--- src/rtl/ysyx_24110006_icache_sa_pkg.sv ---
// Shared types and constants for the set-associative instruction cache.
// Also holds the helpers that derive the address-field widths from the geometry.
package ysyx_24110006_icache_pkg;

    typedef enum logic [2:0] {
        S_IDLE,
        S_LOOKUP,
        S_REFILL_AR,
        S_REFILL_R,
        S_RESP,
        S_BYP_AR,
        S_BYP_R,
        S_FLUSH
    } state_e;

    localparam logic [1:0] BURST_FIXED = 2'b00;
    localparam logic [1:0] BURST_INCR  = 2'b01;
    localparam logic [2:0] SIZE_4B     = 3'b010;
    localparam logic [1:0] RESP_OKAY   = 2'b00;

    function automatic int unsigned off_w(input int unsigned line_words);
        return $clog2(line_words * 4);
    endfunction

    function automatic int unsigned idx_w(input int unsigned sets);
        return $clog2(sets);
    endfunction

    function automatic int unsigned tag_w(input int unsigned line_words, input int unsigned sets);
        return 32 - off_w(line_words) - idx_w(sets);
    endfunction

endpackage

--- src/rtl/ysyx_24110006_icache_sa_if.sv ---
// AXI4 read-address / read-data channels between the icache and its memory port.
interface ysyx_24110006_icache_sa_if;

    logic [31:0] araddr;
    logic        arvalid;
    logic [3:0]  arid;
    logic [7:0]  arlen;
    logic [2:0]  arsize;
    logic [1:0]  arburst;
    logic        arready;
    logic [31:0] rdata;
    logic        rvalid;
    logic [1:0]  rresp;
    logic [3:0]  rid;
    logic        rlast;
    logic        rready;

    modport master (
        output araddr, arvalid, arid, arlen, arsize, arburst, rready,
        input  arready, rdata, rvalid, rresp, rid, rlast
    );

    modport slave (
        input  araddr, arvalid, arid, arlen, arsize, arburst, rready,
        output arready, rdata, rvalid, rresp, rid, rlast
    );

endinterface

--- src/rtl/ysyx_24110006_icache_sa_way.sv ---
// One cache way: per-set valid bit and tag, line data, parallel tag compare.
// Lookup and write share the set index taken from the latched fetch address.
module ysyx_24110006_icache_way #(
    parameter int unsigned SETS       = 4,
    parameter int unsigned LINE_WORDS = 2,
    parameter int unsigned TAG_W      = 27,
    parameter int unsigned IDX_W      = 2,
    parameter int unsigned WOFF_W     = 1
) (
    input  logic              clk,
    input  logic              rst_n,
    input  logic              flush_clr,
    input  logic [IDX_W-1:0]  idx,
    input  logic [TAG_W-1:0]  lk_tag,
    input  logic [WOFF_W-1:0] lk_off,
    output logic              hit,
    output logic [31:0]       lk_word,
    output logic              lk_valid,
    input  logic              wr_en,
    input  logic [WOFF_W-1:0] wr_off,
    input  logic [31:0]       wr_data,
    input  logic              set_valid,
    input  logic              clr_valid,
    input  logic [TAG_W-1:0]  set_tag
);

    logic [SETS-1:0]  valid_q, valid_d;
    logic [TAG_W-1:0] tag_mem  [SETS];
    logic [31:0]      data_mem [SETS*LINE_WORDS];

    always_comb begin
        valid_d = valid_q;
        if (flush_clr) begin
            valid_d = '0;
        end else if (clr_valid) begin
            valid_d[idx] = 1'b0;
        end else if (set_valid) begin
            valid_d[idx] = 1'b1;
        end
    end

    always_ff @(posedge clk or negedge rst_n) begin
        if (!rst_n) begin
            valid_q <= '0;
        end else begin
            valid_q <= valid_d;
        end
    end

    always_ff @(posedge clk) begin
        if (set_valid) begin
            tag_mem[idx] <= set_tag;
        end
        if (wr_en) begin
            data_mem[{idx, wr_off}] <= wr_data;
        end
    end

    assign lk_valid = valid_q[idx];
    assign hit      = lk_valid && (tag_mem[idx] == lk_tag);
    assign lk_word  = data_mem[{idx, lk_off}];

endmodule

--- src/rtl/ysyx_24110006_icache_sa.sv ---
// N-way set-associative instruction cache with round-robin replacement,
// fence.i flush, uncached bypass window and hit/miss counters.
module ysyx_24110006_icache_sa
    import ysyx_24110006_icache_pkg::*;
#(
    parameter int unsigned WAYS        = 2,
    parameter int unsigned SETS        = 4,
    parameter int unsigned LINE_WORDS  = 2,
    parameter logic [7:0]  UNCACHED_HI = 8'h0f,
    parameter logic [3:0]  AXI_ID      = 4'h0
) (
    input  logic        i_clock,
    input  logic        i_reset_n,
    input  logic [31:0] i_pc,
    input  logic        i_valid,
    output logic        o_valid,
    output logic [31:0] o_inst,
    output logic        o_err,
    input  logic        i_flush,
    output logic        o_flush_done,
    output logic [31:0] o_hit_cnt,
    output logic [31:0] o_miss_cnt,
    ysyx_24110006_icache_sa_if.master axi
);

    localparam int unsigned OFF_W  = off_w(LINE_WORDS);
    localparam int unsigned IDX_W  = idx_w(SETS);
    localparam int unsigned TAG_W  = tag_w(LINE_WORDS, SETS);
    localparam int unsigned WOFF_W = OFF_W - 2;
    localparam int unsigned WAY_W  = (WAYS > 1) ? $clog2(WAYS) : 1;

    state_e            state_q, state_d;
    logic [31:0]       pc_q, pc_d;
    logic [31:0]       inst_q, inst_d;
    logic [31:0]       cap_inst_q, cap_inst_d;
    logic [31:0]       hit_cnt_q, hit_cnt_d;
    logic [31:0]       miss_cnt_q, miss_cnt_d;
    logic              valid_q, valid_d;
    logic              err_q, err_d;
    logic              cap_err_q, cap_err_d;
    logic              line_err_q, line_err_d;
    logic              flush_done_q, flush_done_d;
    logic [WAY_W-1:0]  victim_q, victim_d;
    logic [WOFF_W-1:0] beat_q, beat_d;
    logic [WAY_W-1:0]  rr_q [SETS];
    logic [WAY_W-1:0]  rr_d [SETS];

    logic [IDX_W-1:0]  idx;
    logic [TAG_W-1:0]  tag;
    logic [WOFF_W-1:0] woff;
    logic [WAYS-1:0]   hit_w, vld_w;
    logic [31:0]       word_w [WAYS];
    logic              hit_any, beat_err;
    logic [31:0]       hit_word;
    logic [WAY_W-1:0]  victim_sel, wr_way;
    logic              found_inv;
    logic              wr_en, set_valid, clr_valid, flush_clr;
    logic              unused_rid;

    assign woff = pc_q[OFF_W-1:2];
    assign idx  = pc_q[OFF_W+IDX_W-1:OFF_W];
    assign tag  = pc_q[31:OFF_W+IDX_W];

    for (genvar g = 0; g < WAYS; g++) begin : g_way
        ysyx_24110006_icache_way #(
            .SETS(SETS), .LINE_WORDS(LINE_WORDS), .TAG_W(TAG_W),
            .IDX_W(IDX_W), .WOFF_W(WOFF_W)
        ) u_way (
            .clk(i_clock), .rst_n(i_reset_n), .flush_clr(flush_clr),
            .idx(idx), .lk_tag(tag), .lk_off(woff),
            .hit(hit_w[g]), .lk_word(word_w[g]), .lk_valid(vld_w[g]),
            .wr_en(wr_en && (wr_way == WAY_W'(g))), .wr_off(beat_q), .wr_data(axi.rdata),
            .set_valid(set_valid && (wr_way == WAY_W'(g))),
            .clr_valid(clr_valid && (wr_way == WAY_W'(g))),
            .set_tag(tag)
        );
    end

    // Lowest invalid way wins; the round-robin pointer is used only when the set is full.
    always_comb begin
        hit_any    = 1'b0;
        hit_word   = '0;
        victim_sel = rr_q[idx];
        found_inv  = 1'b0;
        for (int unsigned w = 0; w < WAYS; w++) begin
            if (hit_w[w]) begin
                hit_any  = 1'b1;
                hit_word = word_w[w];
            end
            if (!vld_w[w] && !found_inv) begin
                found_inv  = 1'b1;
                victim_sel = WAY_W'(w);
            end
        end
    end

    always_comb begin
        state_d      = state_q;
        pc_d         = pc_q;
        inst_d       = inst_q;
        cap_inst_d   = cap_inst_q;
        hit_cnt_d    = hit_cnt_q;
        miss_cnt_d   = miss_cnt_q;
        valid_d      = 1'b0;
        err_d        = err_q;
        cap_err_d    = cap_err_q;
        line_err_d   = line_err_q;
        flush_done_d = 1'b0;
        victim_d     = victim_q;
        beat_d       = beat_q;
        rr_d         = rr_q;
        wr_way       = victim_q;
        wr_en        = 1'b0;
        set_valid    = 1'b0;
        clr_valid    = 1'b0;
        flush_clr    = 1'b0;
        beat_err     = (axi.rresp != RESP_OKAY);

        case (state_q)
            S_IDLE: begin
                // A response or flush-done cycle never accepts new work.
                if (!valid_q && !flush_done_q) begin
                    if (i_flush) begin
                        state_d = S_FLUSH;
                    end else if (i_valid) begin
                        pc_d    = i_pc;
                        state_d = (i_pc[31:24] == UNCACHED_HI) ? S_BYP_AR : S_LOOKUP;
                    end
                end
            end
            S_FLUSH: begin
                flush_clr    = 1'b1;
                rr_d         = '{default: '0};
                flush_done_d = 1'b1;
                state_d      = S_IDLE;
            end
            S_LOOKUP: begin
                if (hit_any) begin
                    inst_d    = hit_word;
                    err_d     = 1'b0;
                    valid_d   = 1'b1;
                    hit_cnt_d = hit_cnt_q + 32'd1;
                    state_d   = S_IDLE;
                end else begin
                    // The victim is invalidated up front so a partly overwritten line never hits.
                    miss_cnt_d = miss_cnt_q + 32'd1;
                    victim_d   = victim_sel;
                    wr_way     = victim_sel;
                    clr_valid  = 1'b1;
                    beat_d     = '0;
                    line_err_d = 1'b0;
                    cap_err_d  = 1'b0;
                    state_d    = S_REFILL_AR;
                end
            end
            S_REFILL_AR: begin
                if (axi.arready) begin
                    state_d = S_REFILL_R;
                end
            end
            S_REFILL_R: begin
                if (axi.rvalid) begin
                    wr_en      = 1'b1;
                    beat_d     = beat_q + WOFF_W'(1);
                    line_err_d = line_err_q | beat_err;
                    if (beat_q == woff) begin
                        cap_inst_d = axi.rdata;
                        cap_err_d  = beat_err;
                    end
                    if (axi.rlast) begin
                        beat_d  = '0;
                        state_d = S_RESP;
                        if (!(line_err_q || beat_err)) begin
                            set_valid = 1'b1;
                            if (WAYS > 1) begin
                                rr_d[idx] = rr_q[idx] + WAY_W'(1);
                            end
                        end
                    end
                end
            end
            S_RESP: begin
                inst_d  = cap_inst_q;
                err_d   = cap_err_q;
                valid_d = 1'b1;
                state_d = S_IDLE;
            end
            S_BYP_AR: begin
                if (axi.arready) begin
                    state_d = S_BYP_R;
                end
            end
            S_BYP_R: begin
                if (axi.rvalid) begin
                    inst_d  = axi.rdata;
                    err_d   = beat_err;
                    valid_d = 1'b1;
                    state_d = S_IDLE;
                end
            end
            default: state_d = S_IDLE;
        endcase
    end

    always_ff @(posedge i_clock or negedge i_reset_n) begin
        if (!i_reset_n) begin
            state_q      <= S_IDLE;
            pc_q         <= '0;
            inst_q       <= '0;
            cap_inst_q   <= '0;
            hit_cnt_q    <= '0;
            miss_cnt_q   <= '0;
            valid_q      <= 1'b0;
            err_q        <= 1'b0;
            cap_err_q    <= 1'b0;
            line_err_q   <= 1'b0;
            flush_done_q <= 1'b0;
            victim_q     <= '0;
            beat_q       <= '0;
            rr_q         <= '{default: '0};
        end else begin
            state_q      <= state_d;
            pc_q         <= pc_d;
            inst_q       <= inst_d;
            cap_inst_q   <= cap_inst_d;
            hit_cnt_q    <= hit_cnt_d;
            miss_cnt_q   <= miss_cnt_d;
            valid_q      <= valid_d;
            err_q        <= err_d;
            cap_err_q    <= cap_err_d;
            line_err_q   <= line_err_d;
            flush_done_q <= flush_done_d;
            victim_q     <= victim_d;
            beat_q       <= beat_d;
            rr_q         <= rr_d;
        end
    end

    assign o_valid      = valid_q;
    assign o_inst       = inst_q;
    assign o_err        = err_q;
    assign o_flush_done = flush_done_q;
    assign o_hit_cnt    = hit_cnt_q;
    assign o_miss_cnt   = miss_cnt_q;

    assign axi.arvalid = (state_q == S_REFILL_AR) || (state_q == S_BYP_AR);
    assign axi.araddr  = (state_q == S_BYP_AR) ? pc_q : {pc_q[31:OFF_W], {OFF_W{1'b0}}};
    assign axi.arlen   = (state_q == S_BYP_AR) ? 8'd0 : 8'(LINE_WORDS - 1);
    assign axi.arburst = (state_q == S_BYP_AR) ? BURST_FIXED : BURST_INCR;
    assign axi.arsize  = SIZE_4B;
    assign axi.arid    = AXI_ID;
    assign axi.rready  = 1'b1;
    assign unused_rid  = ^axi.rid;

endmodule
--- src/flat_wrapper.sv ---
// flat-port wrapper written by rule: the top's interface ports become plain ports
module ysyx_24110006_icache_sa_flat import ysyx_24110006_icache_pkg::*;
#(
    parameter int unsigned WAYS        = 2,
    parameter int unsigned SETS        = 4,
    parameter int unsigned LINE_WORDS  = 2,
    parameter logic [7:0]  UNCACHED_HI = 8'h0f,
    parameter logic [3:0]  AXI_ID      = 4'h0
)
  (i_clock, i_reset_n, i_pc, i_valid, o_valid, o_inst, o_err, i_flush, o_flush_done, o_hit_cnt, o_miss_cnt, axi_araddr, axi_arvalid, axi_arid, axi_arlen, axi_arsize, axi_arburst, axi_rready, axi_arready, axi_rdata, axi_rvalid, axi_rresp, axi_rid, axi_rlast);
  ysyx_24110006_icache_sa_if axi_i ();
  input  logic i_clock;
  input  logic i_reset_n;
  input  logic [31:0] i_pc;
  input  logic i_valid;
  output logic o_valid;
  output logic [31:0] o_inst;
  output logic o_err;
  input  logic i_flush;
  output logic o_flush_done;
  output logic [31:0] o_hit_cnt;
  output logic [31:0] o_miss_cnt;
  output wire logic [$bits(axi_i.araddr)-1:0] axi_araddr;
  output wire logic [$bits(axi_i.arvalid)-1:0] axi_arvalid;
  output wire logic [$bits(axi_i.arid)-1:0] axi_arid;
  output wire logic [$bits(axi_i.arlen)-1:0] axi_arlen;
  output wire logic [$bits(axi_i.arsize)-1:0] axi_arsize;
  output wire logic [$bits(axi_i.arburst)-1:0] axi_arburst;
  output wire logic [$bits(axi_i.rready)-1:0] axi_rready;
  input wire logic [$bits(axi_i.arready)-1:0] axi_arready;
  input wire logic [$bits(axi_i.rdata)-1:0] axi_rdata;
  input wire logic [$bits(axi_i.rvalid)-1:0] axi_rvalid;
  input wire logic [$bits(axi_i.rresp)-1:0] axi_rresp;
  input wire logic [$bits(axi_i.rid)-1:0] axi_rid;
  input wire logic [$bits(axi_i.rlast)-1:0] axi_rlast;
  assign axi_araddr = axi_i.araddr;
  assign axi_arvalid = axi_i.arvalid;
  assign axi_arid = axi_i.arid;
  assign axi_arlen = axi_i.arlen;
  assign axi_arsize = axi_i.arsize;
  assign axi_arburst = axi_i.arburst;
  assign axi_rready = axi_i.rready;
  assign axi_i.arready = axi_arready;
  assign axi_i.rdata = axi_rdata;
  assign axi_i.rvalid = axi_rvalid;
  assign axi_i.rresp = axi_rresp;
  assign axi_i.rid = axi_rid;
  assign axi_i.rlast = axi_rlast;
  ysyx_24110006_icache_sa #(.WAYS(WAYS), .SETS(SETS), .LINE_WORDS(LINE_WORDS), .UNCACHED_HI(UNCACHED_HI), .AXI_ID(AXI_ID)) u_core (.i_clock(i_clock), .i_reset_n(i_reset_n), .i_pc(i_pc), .i_valid(i_valid), .o_valid(o_valid), .o_inst(o_inst), .o_err(o_err), .i_flush(i_flush), .o_flush_done(o_flush_done), .o_hit_cnt(o_hit_cnt), .o_miss_cnt(o_miss_cnt), .axi(axi_i));
endmodule
--- config.mk ---
export PLATFORM = sky130hd
export DESIGN_NAME = ysyx_24110006_icache_sa_flat
export DESIGN_NICKNAME = d
export VERILOG_FILES = /design/src/rtl/ysyx_24110006_icache_sa_pkg.sv /design/src/rtl/ysyx_24110006_icache_sa_if.sv /design/src/rtl/ysyx_24110006_icache_sa_way.sv /design/src/rtl/ysyx_24110006_icache_sa.sv /design/src/flat_wrapper.sv
export SDC_FILE = /design/constraint.sdc
export NUM_CORES = 1
export LEC_CHECK = 0
export ABC_CLOCK_PERIOD_IN_PS = 8500
export CAP_MARGIN = 30
export CORE_UTILIZATION = 55
export CTS_CLUSTER_SIZE = 12
export DETAILED_ROUTE_END_ITERATION = 10
export MAX_ROUTING_LAYER = met4
export PLACE_DENSITY = 0.75
export SYNTH_ARGS = -nofsm -noshare
export SYNTH_HDL_FRONTEND = slang
export SYNTH_SLANG_ARGS = --single-unit
--- constraint.sdc ---
create_clock -name i_clock -period 8.5 [get_ports i_clock]
set_input_delay 0.85 -clock i_clock [delete_from_list [all_inputs] [get_ports i_clock]]
set_output_delay 0.85 -clock i_clock [all_outputs]
set_load 0.005 [all_outputs]
==> impl_metrics.py <==
metrics = {
    "yosys": {
        "synth.avg_cell_area_sq_um": 17.8,
        "ys_seq_elements": 910,
        "async_flop_share": 0.200,
        "synthDistinctLibCells": 67,
        "syn_area_sq_um": 37300,
        "ys.flop_type": "edfxtp_1",
        "ys_top_cells_by_count": "728 x edfxtp_1, 182 x dfrtp_1, 164 x mux4_2",
        "synth_top_area_share": 0.586,
        "netlist_instances": 2098,
        "synth.largest_area_cell": "edfxtp_1",
        "synth.most_common_cell": "edfxtp_1",
        "synthTopCellsByArea": "edfxtp_1 59%, dfrtp_1 12%, mux4_2 9.9%",
        "synth_edf_count": 728,
        "synth_warnings": 0,
        "ys_seq_area_frac": 0.708,
    },
    "floorplanning": {
        "io_pins": 227,
        "die_area_sq_um": 68900,
        "fp.dieH_um": 262,
        "initial_utilization": 0.555,
        "die_w_um": 262,
        "core_area_sq_um": 67200,
        "std_cell_rows": 95,
    },
    "clocking": {
        "cts_root_buf": "clkbuf_16",
        "path_clk_slew_ns": 0.06,
        "h-tree-depth": 3,
        "clk_path_buf_depth": 3,
        "cts_setup_buffers": 0,
        "post_cts_resized": 0,
        "cts_made_buffers": 94,
        "clk_latency_ns": 0.64,
        "holdBufCountCts": 0,
        "cts_sinks": 910,
        "cts_tree": "yes",
    },
    "drt": {
        "routed_wl_mm": 84.7,
        "vias_per_cell": 6.26,
        "drc": 0,
        "firstDrtPassIters": 6,
        "ant_nets": 0,
        "vias": 20400,
        "avgRoutedWirePerCell_um": 26.0,
        "drtIter0Drc": 2200,
    },
    "critical_path": {
        "reg2regPathDepth": 11,
        "path_buf_inv": 3,
        "rrSetupSlack_ns": 1.97,
        "worstPathMaxFanout": 50,
        "endpoint_kind": "flop",
        "cp_num_cells": 11,
        "path_class": "reg2reg",
        "worst_ep_required_time_ns": 8.82,
        "crit_family": "simple AND/OR/NAND/NOR gates",
        "cp_cell_sequence": "buf_4 -> mux4_2 -> xnor2_1 -> nand4_1 -> nor2_1 -> nand4_1 -> nand3_4 -> mux2i_4 -> inv_2 -> nor2_4 -> buf_4",
        "start_kind": "flop",
        "critPathMaxStageDelay_ns": 0.95,
        "slowest_stage": "dfrtp_4",
        "cp.arrival_ns": 6.85,
    },
    "pwr": {
        "p_per_area_nw_per_um2": 311,
        "ir_drop_v": 0.000259,
        "p_leak_nw": 14.6,
    },
    "sta": {
        "post-route-min-period_ns": 6.53,
        "max_slew_margin": 0.355,
        "fin_crit_sh": 0.768,
        "fin_setup_tns_ns": 0,
        "finalClockSkew_ns": 0.0144,
        "drv_slew": 0,
        "rsz0062_at_grt": "false",
        "final-setup-viol-count": 0,
        "worst_pin_slew_ns": 0.967,
        "clock.fmax_mhz": 153,
        "hold_violations": 0,
        "fin_ws_ns": 1.97,
    },
    "global_routing": {
        "grt_pass1_vias": 21000,
        "grt_pass1_wl_mm": 130,
        "overflow": 0,
        "grt_max_degree": 85,
        "track_usage": 0.258,
        "antenna_found_initial": 6,
    },
    "outcome": {
        "outcome": "finished, final reports clean",
    },
    "final_layout": {
        "nets": 2383,
        "layout-drive-gt1-share": 0.219,
        "area_growth_pct": 15.7,
    },
    "min_path": {
        "hold_class": "in2async",
    },
    "job": {
        "cap_violations": 0,
    },
    "place": {
        "port-buffer-count": 206,
        "post-dp-hpwl_mm": 47.8,
        "dp_slack_ns": 2.00,
        "gp_congestion": 0.881,
    },
}
[per-layer routing]
| metal | vias to the layer above | track usage | share of wire |
|---|---|---|---|
| met5 | - | - | 0 |
| met4 | 0 | 0.0819 | 0.023 |
| met3 | 150 | 0.0442 | 0.073 |
| met2 | 884 | 0.414 | 0.50 |
| met1 | 10700 | 0.340 | 0.40 |
| li1 | 8706 | - | - |
[cell families (layout without fill, tap and decap cells)]
family	count (synthesis)	count (layout)	share of synthesized area
buffers and inverters	179	451	0.0261
other	2	22	0.000201
flip-flops	910	910	0.708
AND/OR/NAND/NOR	360	360	0.0489
multiplexers	380	380	0.162
adder cells (fa/ha/maj)	2	2	0.000671
AO/OA/AOI/OAI	157	157	0.0285
XOR/XNOR	108	108	0.0254
[per-stage QoR]
step	std cells	hold WS (ns)	power [mW]	utilization	cell area (sq um)
3_3_place_gp	3076	0.459	9.50	0.598	40100
5_1_grt	3263	0.307	14.0	0.642	43100
6_report	3263	0.264	13.4	0.642	43100
4_1_cts	3257	0.275	13.5	0.642	43100
2_1_floorplan	2112	0.465	8.42	-	37400
3_5_place_dp	3081	0.459	9.64	0.599	40200
[registers in the layout, indices dropped and copies added, names as in the netlist]
signal / count
u_core.g_way.u_way.data_mem: 512
u_core.g_way.u_way.tag_mem: 216
u_core.cap_inst_q: 32
u_core.o_hit_cnt: 32
u_core.o_inst: 32
u_core.o_miss_cnt: 32
u_core.pc_q: 32
u_core.g_way.u_way.valid_q: 8
u_core.rr_q: 4
u_core.state_q: 3
u_core.beat_q: 1
u_core.cap_err_q: 1
u_core.line_err_q: 1
u_core.o_err: 1
u_core.o_flush_done: 1
u_core.o_valid: 1
u_core.victim_q: 1
[layout by cell type (no fill, tap or decap), drive strengths merged, types with 6 or more instances in the layout]
master / instances
inv: 22
o311ai: 8
clkinv: 15
clkbuf: 153
nor2: 68
nand3: 45
a31oi: 67
o21ai: 23
clkdlybuf4s50: 205
xnor2: 74
mux2i: 76
conb: 16
diode: 6
edfxtp: 728
and4: 7
mux2: 140
nand4: 34
or3: 6
nor4: 27
xor2: 34
a21oi: 15
nor3: 53
nand2: 76
and3: 16
mux4: 164
buf: 52
dfrtp: 182
and2: 6
[final cells by class]
type                            instances  area (sq um)
Multi-Input combinational cell       1023         10100
Inverter                               17          63.8
Timing Repair Buffer                  258          2540
Sequential cell                       910         26400
Clock inverter                         24           196
Fill cell                            4511         24000
Clock buffer                          152          2690
Antenna cell                            6          15.0
Tap cell                              873          1090
[worst paths after layout]
path | start | end
max | u_core.pc_q[3]$_DFFE_PN0P_ | u_core.g_way[0].u_way.data_mem[3][0]$_DFFE_PP_
min | i_reset_n | u_core.pc_q[18]$_DFFE_PN0P_
max reg2reg | u_core.pc_q[3]$_DFFE_PN0P_ | u_core.g_way[0].u_way.data_mem[3][0]$_DFFE_PP_
min reg2reg | u_core.o_miss_cnt[31]$_DFFE_PN0P_ | u_core.o_miss_cnt[31]$_DFFE_PN0P_
max in group asynchronous | i_reset_n | u_core.pc_q[2]$_DFFE_PN0P_
min in group i_clock | u_core.o_miss_cnt[31]$_DFFE_PN0P_ | u_core.o_miss_cnt[31]$_DFFE_PN0P_
[power breakdown]
part	total, mW	switching (mW)	internal, mW
combinational	3.64	1.76	1.88
sequential	5.94	0.622	5.31
clock	3.86	1.63	2.23
total	13.4	4.01	9.42
Power figures use the tool's default switching activity.
